## src/rtl/div_pkg.sv

```systemverilog
// Shared types and constants for the restoring reference divider.
// The divide-by-zero quotient value is also defined here.
package div_pkg;

    localparam int DIV_W = 9;

    typedef enum logic [1:0] {
        DIV_IDLE = 2'd0,
        DIV_RUN  = 2'd1,
        DIV_DONE = 2'd2
    } div_state_e;

    // All-ones quotient reported for a zero divisor, right-aligned to w bits
    function automatic logic [63:0] div_zero_quotient(input int unsigned w);
        logic [63:0] ones_v;
        ones_v = {64{1'b1}};
        if (w >= 32'd64) begin
            return ones_v;
        end else begin
            return ones_v >> (32'd64 - w);
        end
    endfunction

endpackage

```

## src/rtl/div_restore_step.sv

```systemverilog
// One restoring-division iteration: shift in the next dividend bit, trial-subtract,
// and keep the difference only when it is non-negative.
module div_restore_step
    import div_pkg::*;
#(
    parameter int W = DIV_W
) (
    input  logic [W:0]   r,
    input  logic         q_msb,
    input  logic [W-1:0] d,
    output logic [W:0]   r_next,
    output logic         q_bit
);

    logic [W+1:0] shifted_s;
    logic [W+1:0] diff_s;

    // Trial subtraction; the extra top bit of diff_s acts as the borrow/sign
    always_comb begin
        shifted_s = {r, q_msb};
        diff_s    = shifted_s - {2'b00, d};
        q_bit     = ~diff_s[W+1];
        if (q_bit) begin
            r_next = diff_s[W:0];
        end else begin
            r_next = shifted_s[W:0];
        end
    end

endmodule

```

## config.mk

```make
export PLATFORM = sky130hd
export DESIGN_NAME = div_restore_step
export DESIGN_NICKNAME = d
export VERILOG_FILES = /design/src/rtl/div_pkg.sv /design/src/rtl/div_restore_step.sv
export SDC_FILE = /design/constraint.sdc
export NUM_CORES = 1
export LEC_CHECK = 0
export CELL_PAD_IN_SITES_DETAIL_PLACEMENT = 1
export CELL_PAD_IN_SITES_GLOBAL_PLACEMENT = 1
export CORE_UTILIZATION = 34
export DETAILED_ROUTE_END_ITERATION = 10
export PLACE_DENSITY = 0.88
export SYNTH_ARGS = -nofsm -noshare
export SYNTH_HDL_FRONTEND = slang
export SYNTH_SLANG_ARGS = --single-unit
```

## constraint.sdc

```tcl
create_clock -name vclk -period 5.09
set_clock_uncertainty 0.2 [all_clocks]
set_input_delay 1.018 -clock vclk [all_inputs]
set_output_delay 1.018 -clock vclk [all_outputs]
set_load 0.02 [all_outputs]
```

==> impl_metrics.py <==
metrics = {
    "detailed_routing": {
        "route.detailed.drc": 0,
        "drtPass1Iterations": 4,
        "vias": 871,
        "drt_iter0_drc": 5,
        "vias_per_cell": 5.377,
        "ant_nets": 0,
        "avgRoutedWirePerCell_um": 16.20,
        "wl_um": 2624,
    },
    "critical_path": {
        "critPathKind": "input pin to primary output",
        "arrival_ns": 3.75,
        "required_ns": 3.87,
        "cpLargestDelayFamily": "buffers and inverters",
        "cpMaxStageDelayCell": "clkdlybuf4s50_1",
        "end_kind": "primary output",
        "startpoint_type": "input pin",
        "cp_slowest_stage_delay_ns": 0.46,
        "path_cells": "clkdlybuf4s50_1 > inv_1 > ha_1 > fa_1 > nand2b_4 > a2111oi_4 > nor3b_4 > xnor2_4 > buf_4 > mux2i_1 > dlygate4sd2_1",
        "path_max_fanout": 3,
        "startpoint": "q_msb",
        "timing.critical_path.buf_inv": 4,
    },
    "global_routing": {
        "overflow": 0,
        "grt_use_total_pct": 22.99,
        "grt_pass1_vias": 990,
        "grt_max_degree": 8,
        "antenna_found_initial": 0,
        "grt_pass1_wl_um": 4353,
    },
    "logic_synthesis": {
        "yosys-top-cells-count": "inv_1, nor2_1, ha_1",
        "synth_seq_area_share_pct": 0,
        "avgSynthCellArea_um2": 7.844,
        "syn_nets": 123,
        "synth_most_common_cell": "inv_1",
        "yosysTopAreaCell": "ha_1",
        "synthesis.area_um2": 729.5,
        "ys_warn_count": 0,
        "yosys-top-cells-area": "ha_1, mux2_4, inv_1",
        "ys_types": 36,
        "synth.top_cell.area_share_pct": 15.44,
        "syn_inst": 93,
    },
    "floorplanning": {
        "start_util_pct": 36.81,
        "placementRows": 16,
        "die_h_um": 48.32,
        "core-area_um2": 1982,
        "die_w_um": 48.32,
        "ios": 31,
        "dieArea_um2": 2335,
    },
    "layout": {
        "seq_cell_count": 0,
        "clkbuf_count": 0,
        "fin_area_um2": 1156,
        "fillers": 250,
        "seq_area_um2": 0,
        "areaGrowthSynthToFinish_pct": 58.49,
        "nNetsFinal": 167,
        "stdcell_count": 162,
        "antenna_cells": 0,
        "drive_above_1_share_pct": 22.22,
    },
    "run_status": {
        "status": "finished clean",
    },
    "sta": {
        "slew_headroom_pct": 69.48,
        "worst_slew_pin_slew_ns": 0.4539,
        "slew_violations": 0,
        "max_freq_mhz": 201.1,
        "finalCriticalPeriod_ns": 4.972,
        "final_hold_viol_count": 0,
        "fin_ws_ns": 0.1175,
        "fin_crit_sh_pct": 97.69,
        "rsz0062_at_grt": "no",
        "setup_viol": 0,
    },
    "power_and_ir_drop": {
        "power_mw": 0.1801,
        "power_density_nw_per_um2": 155.8,
        "leakagePower_nw": 0.5599,
        "vdd_drop_max_mv": 0.09507,
    },
    "place": {
        "dp_slack_ns": -0.2710,
        "gp_congestion": 0.7965,
        "placed_cell_area_um2": 1157,
        "dp.cells": 162,
        "hpwl_um": 2350,
        "portBuffers": 31,
    },
    "hold_path": {
        "min_from": "r[5]",
        "hold_class": "input pin to primary output",
    },
    "clocking": {
        "cts_hold_buf": 0,
        "post_cts_buffers": 0,
    },
    "flow_run": {
        "max_cap_violations": 0,
    },
}
-- layer usage --
layer,vias up,track usage [%],routed length (um)
li1,426,-,-
met1,426,20.27,909
met2,19,55.63,1641
met3,0,1.258,73
met4,0,0.4902,0
met5,-,0,0
-- cell type report --
class | instances | area [um2] | share of cell area, %
repair buffers | 45 | 394.1 | 34.09
well taps | 27 | 33.78 | 2.922
inverters | 12 | 45.04 | 3.896
multi-input cells | 78 | 683.2 | 59.09
-- path summary, 6_finish.rpt --
| check | end | slack, ns | cells past startpoint |
|---|---|---|---|
| max | r_next[0] | 0.12 | 11 |
| min | r_next[6] | 2.63 | 3 |
-- tightest hold or removal path, stage by stage --
cell and delay [ns]:
clkdlybuf4s50_1 0.49, mux2_4 0.15, clkbuf_2 0.15
-- report_power, final --
part	internal, mW	switching (mW)
Clock	0	0
Sequential	0	0
Combinational	0.0895	0.0906
Total	0.0895	0.0906
-- cell families (layout without fill, tap and decap cells) --
family,after synthesis,count (layout),synth area share (%)
AOI/OAI and AO/OA,33,33,34.48
xor gates and xnor gates,5,5,8.578
adders and majority gates,10,10,18.18
buffers and inverters,15,57,9.090
muxes,9,9,15.78
and+or+nand+nor,21,21,13.90
-- cells in the final DEF, fill, tap and decap left out, types with 2 or more instances in the layout --
cell type        synthesis  routed
ha_1                     9       9
o21a_1                   2       2
a211oi_1                 2       2
inv_1                   12      12
clkdlybuf4s50_1          0      20
xnor2_1                  3       3
mux2i_1                  4       4
dlygate4sd2_1            0       5
buf_6                    1       2
a21oi_1                  5       5
mux2_4                   5       5
o21ai_0                  6       6
a21o_1                   3       3
nor2_1                  11      11
nand3_1                  2       2
buf_4                    0      12
nand2_1                  5       5
clkbuf_2                 0       5
-- repair_timing --
| action | CTS | global route |
|---|---|---|
| pin swaps | 0 | 1 |
| hold endpoints to repair | 0 | 0 |
| setup endpoints to repair | 11 | 7 |
| cloned | 0 | 0 |
| resized for setup | 11 | 14 |
-- per-stage QoR --
| step | util, % | hold WS [ns] | setup TNS [ns] |
|---|---|---|---|
| detailed placement | 58.40 | 2.918 | -2.121 |
| CTS | 58.40 | 2.706 | 0 |
| global placement | 58.40 | 2.914 | -0.5684 |
| finish | 58.33 | 2.632 | 0 |
| floorplan | - | 1.996 | 0 |
| global route | 58.33 | 2.650 | 0 |
Power figures use the tool's default switching activity.
